<file path="config.mk">
export PLATFORM = sky130hd
export DESIGN_NAME = ex_muldiv_unit
export DESIGN_NICKNAME = d
export VERILOG_FILES = /design/src/rtl/muldiv_pkg.sv /design/src/rtl/muldiv_negate.sv /design/src/rtl/ex_muldiv_unit.sv
export SDC_FILE = /design/constraint.sdc
export NUM_CORES = 1
export LEC_CHECK = 0
export CAP_MARGIN = 10
export CORE_UTILIZATION = 40
export DETAILED_ROUTE_END_ITERATION = 16
export SLEW_MARGIN = 20
export SYNTH_ARGS = -nofsm -noshare
export SYNTH_HDL_FRONTEND = slang
export SYNTH_SLANG_ARGS = --single-unit
export TNS_END_PERCENT = 1
</file>
<file path="constraint.sdc">
create_clock -name clk -period 9.66 [get_ports clk]
set_input_delay 2.415 -clock clk [delete_from_list [all_inputs] [get_ports clk]]
set_output_delay 2.415 -clock clk [all_outputs]
set_load 0.01 [all_outputs]
</file>
<file path="src/rtl/muldiv_pkg.sv">
// Shared encodings for the execute-stage multiply/divide unit.
package muldiv_pkg;

    localparam int MULDIV_ITER = 32;

    localparam logic [1:0] OP_MULT  = 2'b00;
    localparam logic [1:0] OP_MULTU = 2'b01;
    localparam logic [1:0] OP_DIV   = 2'b10;
    localparam logic [1:0] OP_DIVU  = 2'b11;

    typedef enum logic [1:0] {
        IDLE = 2'b00,
        MUL  = 2'b01,
        DIV  = 2'b10,
        FIX  = 2'b11
    } muldiv_state_e;

    function automatic logic isSignedOp(input logic [1:0] opIn);
        return ~opIn[0];
    endfunction

endpackage

</file>
<file path="src/rtl/muldiv_negate.sv">
// Combinational two's-complement negate, used for operand magnitudes and result fix-up.
module muldiv_negate #(
    parameter int W = 32
) (
    input  logic [W-1:0] val_i,
    output logic [W-1:0] neg_o
);

    assign neg_o = (~val_i) + {{(W-1){1'b0}}, 1'b1};

endmodule

</file>
<file path="src/rtl/ex_muldiv_unit.sv">
// Iterative MULT/MULTU/DIV/DIVU into HI/LO, one bit per cycle, with the pipeline stall request.
module ex_muldiv_unit
    import muldiv_pkg::*;
#(
    parameter int WIDTH = 32,
    parameter int ITER  = MULDIV_ITER
) (
    input  logic             clk,
    input  logic             rst,
    input  logic             start,
    input  logic [1:0]       op,
    input  logic [WIDTH-1:0] inRD1,
    input  logic [WIDTH-1:0] inRD2,
    input  logic             readHiLo,
    input  logic             flush,
    output logic [WIDTH-1:0] outHi,
    output logic [WIDTH-1:0] outLo,
    output logic             busy,
    output logic             done,
    output logic             divZero,
    output logic             stall
);

    localparam int CNT_W = $clog2(ITER);

    muldiv_state_e        state_q, state_d;
    logic [1:0]           op_q, op_d;
    logic [WIDTH-1:0]     aMag_q, aMag_d;
    logic [WIDTH-1:0]     bMag_q, bMag_d;
    logic [WIDTH-1:0]     origA_q, origA_d;
    logic                 signA_q, signA_d;
    logic                 signB_q, signB_d;
    logic [2*WIDTH-1:0]   acc_q, acc_d;
    logic [WIDTH:0]       rem_q, rem_d;
    logic [WIDTH-1:0]     quot_q, quot_d;
    logic [CNT_W-1:0]     cnt_q, cnt_d;
    logic [WIDTH-1:0]     hi_q, hi_d;
    logic [WIDTH-1:0]     lo_q, lo_d;
    logic                 done_q, done_d;
    logic                 divZero_q, divZero_d;

    logic                 inSignA, inSignB;
    logic [WIDTH-1:0]     inNegA, inNegB, inMagA, inMagB;
    logic [WIDTH-1:0]     mulAddend;
    logic [WIDTH:0]       mulSum;
    logic [WIDTH+1:0]     divShift, divDiff;
    logic                 divGe;
    logic [2*WIDTH-1:0]   prodNeg;
    logic [WIDTH-1:0]     quotNeg, remNeg;
    logic                 resNeg, remSignNeg;
    logic                 lastIter;

    muldiv_negate #(.W(WIDTH))   uNegA   (.val_i(inRD1),              .neg_o(inNegA));
    muldiv_negate #(.W(WIDTH))   uNegB   (.val_i(inRD2),              .neg_o(inNegB));
    muldiv_negate #(.W(2*WIDTH)) uNegP   (.val_i(acc_q),              .neg_o(prodNeg));
    muldiv_negate #(.W(WIDTH))   uNegQ   (.val_i(quot_q),             .neg_o(quotNeg));
    muldiv_negate #(.W(WIDTH))   uNegR   (.val_i(rem_q[WIDTH-1:0]),   .neg_o(remNeg));

    assign inSignA = isSignedOp(op) & inRD1[WIDTH-1];
    assign inSignB = isSignedOp(op) & inRD2[WIDTH-1];
    assign inMagA  = inSignA ? inNegA : inRD1;
    assign inMagB  = inSignB ? inNegB : inRD2;

    // Multiplier sits in the low half of the accumulator and shifts out as the product shifts in.
    assign mulAddend = acc_q[0] ? aMag_q : '0;
    assign mulSum    = {1'b0, acc_q[2*WIDTH-1:WIDTH]} + {1'b0, mulAddend};

    assign divShift = {rem_q, quot_q[WIDTH-1]};
    assign divDiff  = divShift - {2'b00, bMag_q};
    assign divGe    = ~divDiff[WIDTH+1];

    assign resNeg     = isSignedOp(op_q) & (signA_q ^ signB_q);
    assign remSignNeg = isSignedOp(op_q) & signA_q;
    assign lastIter   = (cnt_q == CNT_W'(ITER - 1));

    always_comb begin
        state_d   = state_q;
        op_d      = op_q;
        aMag_d    = aMag_q;
        bMag_d    = bMag_q;
        origA_d   = origA_q;
        signA_d   = signA_q;
        signB_d   = signB_q;
        acc_d     = acc_q;
        rem_d     = rem_q;
        quot_d    = quot_q;
        cnt_d     = cnt_q;
        hi_d      = hi_q;
        lo_d      = lo_q;
        done_d    = 1'b0;
        divZero_d = divZero_q;

        unique case (state_q)
            IDLE: begin
                if (start && !flush) begin
                    op_d    = op;
                    aMag_d  = inMagA;
                    bMag_d  = inMagB;
                    origA_d = inRD1;
                    signA_d = inSignA;
                    signB_d = inSignB;
                    acc_d   = {{WIDTH{1'b0}}, inMagB};
                    rem_d   = '0;
                    quot_d  = inMagA;
                    cnt_d   = '0;
                    state_d = op[1] ? DIV : MUL;
                end
            end
            MUL: begin
                acc_d = {mulSum, acc_q[WIDTH-1:1]};
                cnt_d = cnt_q + {{(CNT_W-1){1'b0}}, 1'b1};
                if (lastIter) begin
                    state_d = FIX;
                end
            end
            DIV: begin
                rem_d  = divGe ? divDiff[WIDTH:0] : divShift[WIDTH:0];
                quot_d = {quot_q[WIDTH-2:0], divGe};
                cnt_d  = cnt_q + {{(CNT_W-1){1'b0}}, 1'b1};
                if (lastIter) begin
                    state_d = FIX;
                end
            end
            FIX: begin
                if (!op_q[1]) begin
                    {hi_d, lo_d} = resNeg ? prodNeg : acc_q;
                end else if (bMag_q == '0) begin
                    // A zero divisor reports the untouched dividend rather than the fixed-up remainder.
                    hi_d      = origA_q;
                    lo_d      = '1;
                    divZero_d = 1'b1;
                end else begin
                    hi_d      = remSignNeg ? remNeg : rem_q[WIDTH-1:0];
                    lo_d      = resNeg ? quotNeg : quot_q;
                    divZero_d = 1'b0;
                end
                done_d  = 1'b1;
                state_d = IDLE;
            end
            default: state_d = IDLE;
        endcase

        if (flush && (state_q != IDLE)) begin
            state_d   = IDLE;
            hi_d      = hi_q;
            lo_d      = lo_q;
            divZero_d = divZero_q;
            done_d    = 1'b0;
        end
    end

    always_ff @(posedge clk) begin
        if (rst) begin
            state_q   <= IDLE;
            op_q      <= '0;
            aMag_q    <= '0;
            bMag_q    <= '0;
            origA_q   <= '0;
            signA_q   <= 1'b0;
            signB_q   <= 1'b0;
            acc_q     <= '0;
            rem_q     <= '0;
            quot_q    <= '0;
            cnt_q     <= '0;
            hi_q      <= '0;
            lo_q      <= '0;
            done_q    <= 1'b0;
            divZero_q <= 1'b0;
        end else begin
            state_q   <= state_d;
            op_q      <= op_d;
            aMag_q    <= aMag_d;
            bMag_q    <= bMag_d;
            origA_q   <= origA_d;
            signA_q   <= signA_d;
            signB_q   <= signB_d;
            acc_q     <= acc_d;
            rem_q     <= rem_d;
            quot_q    <= quot_d;
            cnt_q     <= cnt_d;
            hi_q      <= hi_d;
            lo_q      <= lo_d;
            done_q    <= done_d;
            divZero_q <= divZero_d;
        end
    end

    assign outHi   = hi_q;
    assign outLo   = lo_q;
    assign busy    = (state_q != IDLE);
    assign done    = done_q;
    assign divZero = divZero_q;
    assign stall   = busy & (start | readHiLo);

endmodule

</file>
## After elaboration in Yosys (flattened, before gate mapping)

Index checks and enable logic that the tools add are counted.

- Register bits after elaboration: 302
- Input bits: 71
- Output and inout port bits: 68
- Logic and storage cells: 88

- Add/sub/neg operators: 8
- Equality and inequality tests: 6
- Mux-type cells: 25
- Bitwise logic cells: 16
- Reductions and logical operators: 18

Operators by type and width:

| kind | count |
|---|---|
| 32-bit 2-to-1 mux | 10 |
| 32-bit by 1-bit adder with 32-bit output (second input constant) | 4 |
| 64-bit 2-to-1 mux | 2 |
| 32-bit NOT | 4 |
| 64-bit one-hot mux with 2 select lines | 1 |
| 33-bit 2-to-1 mux | 2 |
| 33-bit one-hot mux with 2 select lines | 1 |
| 64-bit by 1-bit adder with 64-bit output (second input constant) | 1 |
| 64-bit NOT | 1 |
| 32-bit one-hot mux with 2 select lines | 1 |
| 34-bit by 32-bit subtractor with 34-bit output | 1 |
| 32-bit by 32-bit adder with 33-bit output | 1 |
| 32-bit logical NOT | 1 |
| 2-bit AND reduction | 6 |
| 5-bit one-hot mux with 2 select lines | 1 |
| 2-bit nonzero test | 4 |
| 2-bit 2-to-1 mux | 3 |
| 2-bit one-hot mux with 3 select lines | 1 |
| 5-bit by 1-bit adder with 5-bit output (second input constant) | 1 |
| 1-bit AND | 5 |
| 5-bit equality test (second input constant) | 1 |
| 5-bit 2-to-1 mux | 1 |
| 2-bit equality test (second input constant) | 2 |
| 1-bit NOT | 4 |
| other kinds (11) | 14 |

## Longest topological paths before layout

Gate-level depths: netlist of the first run.

- Word-level depth: 5
- Gate-level depth with buffers: 14
- Gate-level depth less buffers: 13

## Cells and area by module

From an unflattened synthesis of the first run, not the netlist that was laid out.

- Cell total of the unflattened synthesis: 2,823
- Area, all modules: 21,834.7 µm²

By module, submodules not included:

| module | instances | cells an instance | area each (µm²) | seq. area each (µm²) |
|---|---|---|---|---|
| ex_muldiv_unit | 1 | 2,305 | 17,999.8 | 6,045.8 |
| muldiv_negate (uNegA ...) | 4 | 83 | 636.9 | 0.0 |
| muldiv_negate (uNegP) | 1 | 186 | 1,287.5 | 0.0 |

## Worst setup path before layout of the first run

OpenSTA, ideal clock, no wires.

- Path type: input to output
- Start point: in readHiLo
- End point: out stall
- Data arrival time: 2.599 ns
- Slack: 4.646 ns
- Cell stages on the path: 2
- Path buffers: 0
- Cells stage by stage: nor2_1 > nor2_1

- Longest elaborated chain between the ends: 2

Ends and longest elaborated chain:

| element | RTL line | text |
|---|---|---|
| start, declared | ex_muldiv_unit.sv:14 | `input logic readHiLo,` |
| 1-bit bitwise OR | ex_muldiv_unit.sv:193 | `assign stall = busy & (start \| readHiLo);` |
| 1-bit AND | ex_muldiv_unit.sv:193 |  |
| end, declared | ex_muldiv_unit.sv:21 | `output logic stall` |

Every way passes these cells.

## Worst setup path in the final report of the first run

- Start point: in start
- End point: out stall

- Longest elaborated chain between the ends: 2

Ends and longest elaborated chain:

| element | RTL line | text |
|---|---|---|
| start, declared | ex_muldiv_unit.sv:10 | `input logic start,` |
| 1-bit bitwise OR | ex_muldiv_unit.sv:193 |  |
| 1-bit AND | ex_muldiv_unit.sv:193 |  |

Every way passes these cells.

==> results of run 1 <==
## routing by layer
layer,wire (µm),track usage,part of all wire,up-vias
li1,-,-,-,9339
met1,31000,0.376,0.45,9089
met2,30500,0.426,0.44,719
met3,5380,0.0501,0.077,121
met4,2800,0.119,0.040,0
met5,0,0,0,-
## per-stage QoR
stage	total power [µW]	worst slack, ns	cells
finish	5190	3.65	3298
global route	5460	3.58	3298
CTS	5180	3.64	3298
detailed placement	3730	3.66	3232
global placement	3700	3.65	3232
floorplan	3020	4.65	2604
## final cells by class
type	instances	area share
clock inverters	7	0.00397
clock buffers	59	0.0514
well taps	615	0.0344
repair buffers	171	0.0728
multi-input cells	2073	0.556
flip-flops and latches	301	0.269
inverters	72	0.0121
## state kept, by name, summed over array words and instances, names as in the netlist
register  count
outHi        32
outLo        32
divZero       1
quot_q       32
rem_q        33
signA_q       1
op_q          2
cnt_q         5
signB_q       1
bMag_q       32
origA_q      31
done          1
acc_q        64
aMag_q       32
state_q       2
## critical path: cells and delay by family
kind / cells / cell delay, ns
buffers and inverters: 2 / 1.03
AND/OR/NAND/NOR: 2 / 0.14
## final timing paths
check                    to  cells past startpoint  startpoint
setup reg to reg  outHi[19]                      9    acc_q[2]
hold / removal      divZero                      2     divZero
hold reg to reg     divZero                      2     divZero
setup / recovery      stall                      4       start
## cell families (layout without fill, tap and decap cells)
group,after synthesis,in the layout
AND/OR/NAND/NOR,958,958
flip-flops,301,301
XOR/XNOR,233,233
AO/OA/AOI/OAI,794,794
adder cells (fa/ha/maj),77,77
multiplexers,11,11
buffers and inverters,230,309
## cell usage after synthesis, drive strengths merged, types with 33 or more instances
| library cell | instances |
|---|---|
| nand2 | 385 |
| o21ai | 213 |
| clkbuf | 138 |
| nor3 | 57 |
| a21oi | 257 |
| nor2 | 264 |
| xnor2 | 115 |
| xor2 | 118 |
| and2 | 38 |
| nand3 | 39 |
| dfxtp | 301 |
| a211oi | 77 |
| inv | 70 |
| nor4 | 33 |
| a21o | 37 |
| ha | 75 |
## power by group
group	leakage, µW	internal, µW	switching (µW)
Combinational	0.00535	701	1380
Clock	0.000613	868	564
Sequential	0.00245	1420	253
==> key figures, run 1 <==
Finish
  • Commonest non-fill, non-tap cell in the layout: nand2_1
  • Most frequent cells in the layout: nand2_1, dfxtp_1, nor2_1
  • Area taken by flip-flops and latches: between 0.006 and 0.007 mm²
  • Post-layout util: 0.469
  • Area delta synth->final: 15.8%
  • Fillers: about 4.8k
  • Antenna diodes: 0
  • Area used by multi-input combinational logic: between 0.01 and 0.015 mm²
  • Nets@finish: roughly 2.8k
  • Layout cell share with drive strength beyond 1: 0.0503
  • Post-layout instance area: 0.0224 mm²

Detailed routing
  • Drt initial violations: ~1.7k
  • Routed WL: about 70 mm
  • Routed via count: roughly 19k
  • Routed len/inst: approximately 21 µm
  • Final ANT Viol Nets: 0
  • Vias per Instance: 5.84
  • Remaining DRCs: 0
  • Total iterations of the first detailed-routing run: 5

Worst setup path
  • Worst Setup Start Kind: input port
  • CP peak stage delay: 0.55 ns
  • Data arrival, critical path: around 3.6 ns
  • CP Cell Sequence: clkdlybuf4s50_1 > nor2_1 > nor2_1 > clkdlybuf4s50_1
  • Worst Path Max Fanout: 2
  • CP Class: input port to primary output
  • R2R setup slack: 5.81 ns
  • Critical Path Slowest Stage Cell: clkdlybuf4s50_1
  • CP Data Required Time: approximately 7.3 ns
  • Setup crit end kind: primary output

Logic synthesis
  • Syn avg cell area: around 7.4 µm²
  • Cell Area, Synth: 0.0193 mm²
  • Register bit total from synthesis: approximately 300
  • Area share of the leading cell type in the synthesized netlist: 0.312
  • Synth Area in XOR/XNOR: 0.106
  • Synth top area cells: dfxtp_1, nand2_1, a21oi_1
  • FFs w/ async S/R, synth: 0
  • Syn Inst Count: 2604
  • Post-synthesis mux area share: 0.00576
  • Sequential area share after synthesis: 0.312
  • Yosys top cell by area: dfxtp_1
  • Main synth FF type: dfxtp_1
  • Largest family of logic cells by synthesized area: compound AO/OA/AOI/OAI gates
  • Synth Area in Simple Gates: 0.229
  • Synth warn: 0
  • Post-synth cell types: 80
  • Post-synth EDFFs: 0
  • Compound-cell area share of the yosys netlist: 0.252
  • Mapped Nets: between 2k and 3k
  • Post-Synth Adder-Cell Area: 0.0506

Power and ir drop
  • PwrDens: ~230 mW/mm²
  • Leakage: 0.00841 µW
  • Peak VDD IR: 0.256 mV

Global route
  • Largest net degree at the start of global routing: 108
  • Initial antenna violation count: 0
  • Number of global-route vias before repair: 17.8k
  • Tot GR Track Use: 0.276
  • GRT overflow: 0
  • First-pass GRT wire length: 105 mm

Clock network
  • # hold bufs at CTS: 0
  • Clk sinks: about 300
  • CTS buffer count: 37
  • Max Root-Sink Buffers: 3
  • Clock latency at the later pin of the worst-skew pair: between 0.5 and 0.6 ns
  • CTS H-tree depth: 2
  • Clk slew on worst S/H paths: approximately 0.060 ns
  • CTS tree: yes
  • Root buffer cell: clkbuf_16
  • Setup bufs post-CTS: 0
  • PostCTS Resize Cnt: 0

STA
  • Max Clk Rate: around 0.17 GHz
  • Worst slew margin relative to its limit: 0.302
  • Period minus WS final: 6.01 ns
  • Setup TNS: 0 ns
  • Slew Limit Fails: 0
  • RSZ-0062 raised after global routing: no
  • Worst slew pin tran: around 1.0 ns
  • # setup viols final: 0
  • Hold Fails Final Rpt: 0
  • Period utilization: 0.622
  • Hold WS: approximately 0.45 ns
  • Final Skew: approximately 0.016 ns

Die
  • Num ports: between 100 and 150
  • Die width: 222 µm
  • Starting Density: 0.405
  • Die H: 222 µm
  • Core footprint: 0.0477 mm²
  • Die ar.: just under 0.05 mm²
  • # rows: 80

Status
  • Status: completed

Placed design
  • Final GP Congestion: 0.940
  • Post-DP HPWL: roughly 52 mm
  • Placed Area: ~0.021 mm²
  • I/O Buffers: around 140

Hold path
  • Hold Path Class: flip-flop to flip-flop

Flow run
  • Max cap viols: 0
Note: power is estimated with default switching activity, not from simulation.
==> run 2: changes to the inputs <==
clock period = 5.1 ns   (was 9.66 ns; I/O delays follow)
==> run 2 against run 1 <==
  * Cell area is 0.20% lower
  * Largest cell class unchanged
  * Sequential cell count unchanged
  * Critical path depth rose by 5
  * Largest power group unchanged
==> key figures, run 2 (synthesis results as in run 1) <==
STA
  • Hold Fails Final Rpt: 0 (unchanged)
  • Final Skew: 0.0136 ns (-0.00263 ns)
  • Worst slew margin relative to its limit: 0.456 (+0.153)
  • RSZ-0062 raised after global routing: no
  • Worst slew pin tran: 0.810 ns (-0.232 ns)
  • Setup TNS: 0 ns (unchanged)
  • # setup viols final: 0 (unchanged)
  • Max Clk Rate: around 0.25 GHz
  • Slew Limit Fails: 0 (unchanged)
  • Period utilization: 0.770
  • Period minus WS final: between 3 and 4 ns

Worst setup path
  • Data arrival, critical path: 4.40 ns (+0.80 ns)
  • Worst reg2reg endpoint: outHi[19]
  • Worst Setup Start Kind: input port
  • Critical Path Slowest Stage Cell: or4_1
  • R2r startpoint: acc_q[33]
  • CP Data Required Time: 5.57 ns (-1.68 ns)
  • CP peak stage delay: 0.61 ns (+0.06 ns)
  • CP bufs+invs: 1 (-1)
  • Setup crit end kind: flip-flop
  • R2R setup slack: 1.30 ns (-4.51 ns)
  • CP Cell Sequence: clkdlybuf4s50_1 > or4_1 > or4_1 > nor3b_2 > nand2_1 > o41ai_2 > xnor2_1 > nand2_1 > a31oi_1
  • R2R depth: 9 (unchanged)
  • Worst Path Max Fanout: 7 (+5)
  • CP Class: input port to flip-flop
  • Worst path top cell family by delay: simple AND/OR/NAND/NOR gates

Die
  • Die H: 222 µm (unchanged)
  • Starting Density: 0.405 (unchanged)
  • # rows: 80 (unchanged)
  • Die ar.: 0.0492 mm² (unchanged)
  • Num ports: 139 (unchanged)
  • Die width: 222 µm (unchanged)
  • Core footprint: 0.0477 mm² (unchanged)

Placed design
  • Post-DP HPWL: 52.9 mm (+1.5%)
  • Final GP Congestion: 0.925 (-1.5%)
  • Inst Count DP: 3234 (+0.062%)
  • I/O Buffers: 138 (unchanged)

Clock network
  • CTS H-tree depth: 2 (unchanged)
  • Clk sinks: 301 (unchanged)
  • Clk slew on worst S/H paths: 0.05 ns (about the same)
  • CTS tree: yes
  • PostCTS Resize Cnt: 0 (unchanged)
  • Setup bufs post-CTS: 0 (unchanged)
  • Clock latency at the later pin of the worst-skew pair: 0.55 ns (about the same)
  • # hold bufs at CTS: 0 (unchanged)
  • Root buffer cell: clkbuf_16
  • CTS buffer count: 37 (unchanged)
  • Max Root-Sink Buffers: 3 (unchanged)

Hold path
  • WHS Endpoint: origA_q[25]
  • Min-Delay Path Depth: 2 (unchanged)
  • Hold Path Class: flip-flop to flip-flop
  • Hold_sp: origA_q[25]

Finish
  • Area delta synth->final: 15.6%
  • Most frequent cells in the layout: nand2_1, dfxtp_1, nor2_1
  • Nets@finish: 2806 (+0.071%)
  • Max FFs per register: 64 (unchanged)
  • Largest regs: acc_q: 64 flops, rem_q: 33 flops
  • Top reg by flops: acc_q
  • Commonest non-fill, non-tap cell in the layout: nand2_1
  • Non-filler cells, final: 3298 (unchanged)
  • Area taken by flip-flops and latches: 0.00603 mm² (unchanged)
  • Antenna diodes: 0 (unchanged)
  • Fillers: 4783 (+0.13%)
  • Area used by multi-input combinational logic: 0.0125 mm² (unchanged)
  • Layout cell share with drive strength beyond 1: 0.0514 (+0.00112)

Global route
  • Largest net degree at the start of global routing: 147 (+36%)
  • Number of global-route vias before repair: 17.8k (+0.35%)
  • Initial antenna violation count: 0 (unchanged)
  • GRT overflow: 0 (unchanged)
  • First-pass GRT wire length: 107 mm (+1.3%)
  • Tot GR Track Use: 0.280 (+0.00384)

Power and ir drop
  • Tot Pwr: 9700 µW (+87%)
  • Peak VDD IR: 0.551 mV (+120%)
  • Leakage: 0.00838 µW (-0.33%)
  • Internal Power: 5510 µW (+84%)
  • Sw frac: 0.432 (+0.00850)
  • Clock share of power: 0.263 (-0.013)
  • P_sw: 4190 µW (+91%)
  • Combinational fraction of design power: 0.407 (+0.006)
  • Seq pwr share: 0.330 (+0.007)
  • PwrDens: 434 mW/mm² (+87%)

Detailed routing
  • Drt initial violations: 1662 (-4.4%)
  • Final ANT Viol Nets: 0 (unchanged)
  • Vias per Instance: 5.86 (+0.28%)
  • Routed WL: 70.4 mm (+1.0%)
  • Routed len/inst: 21.3 µm (+1.0%)
  • Routed via count: 19.3k (+0.28%)
  • Total iterations of the first detailed-routing run: 5 (unchanged)
  • Remaining DRCs: 0 (unchanged)

Status
  • Status: completed

Flow run
  • Max cap viols: 0 (unchanged)
-- run 2: changes by cell type in the layout (fill, tap and decap cells not counted) --
| cell | delta |
|---|---|
| clkbuf_8 | -4 |
| clkinv_2 | +4 |
| clkbuf_1 | -3 |
| clkinvlp_4 | +3 |
| bufinv_16 | -2 |
| buf_12 | +2 |
-- run 2: how the worst max path moves through the flow --
stage | startpoint | end | slack [ns] | depth (start not counted)
5_1_grt | acc_q[2] | outHi[19] | 0.99 | 9
3_3_place_gp | inRD1[6] | aMag_q[28] | 0.73 | 9
3_5_place_dp | inRD1[6] | quot_q[28] | 0.70 | 9
4_1_cts | inRD1[6] | quot_q[28] | 1.25 | 9
2_1_floorplan | inRD1[6] | quot_q[28] | 1.55 | 8
6_report | inRD1[6] | quot_q[28] | 1.17 | 9
-- run 2: power by group through the flow --
stage	combinational, µW	clock [µW]	sequential, µW
3_3_place_gp	3850	0	3220
4_1_cts	3900	2590	3180
3_5_place_dp	3880	0	3230
5_1_grt	4340	2690	3230
2_1_floorplan	2720	0	3000
6_report	3950	2550	3200
-- run 2: cell type report --
class,count,share of cell area
clock buffers,52,0.0485
clock inverters,12,0.00319
inverters,72,0.0121
multi-input cells,2073,0.557
flip-flops and latches,301,0.270
well taps,615,0.0344
repair buffers,173,0.0747
-- run 2: worst min-delay path, delay by kind of cell (launching register included) --
family	cells	cell delay [ns]
AO/OA/AOI/OAI	1	0.05
flip-flops	1	0.30
AND/OR/NAND/NOR	1	0.05
-- run 2: per-stage QoR --
step | setup WS (ns) | hold WS (ns) | utilization | instance area, µm²
after detailed placement | 0.698 | 0.444 | 0.444 | 21200
after CTS | 1.25 | 0.452 | 0.468 | 22400
after global routing | 0.989 | 0.472 | 0.468 | 22400
after floorplan | 1.55 | 0.433 | - | 19300
after global placement | 0.734 | 0.442 | 0.444 | 21200
final | 1.17 | 0.449 | 0.468 | 22400
-- run 2: layer usage --
layer	vias up	GRT usage	wire, µm
li1	9331	-	-
met1	9162	0.384	31400
met2	709	0.432	30700
met3	120	0.0559	5550
met4	0	0.105	2650
met5	-	0	0
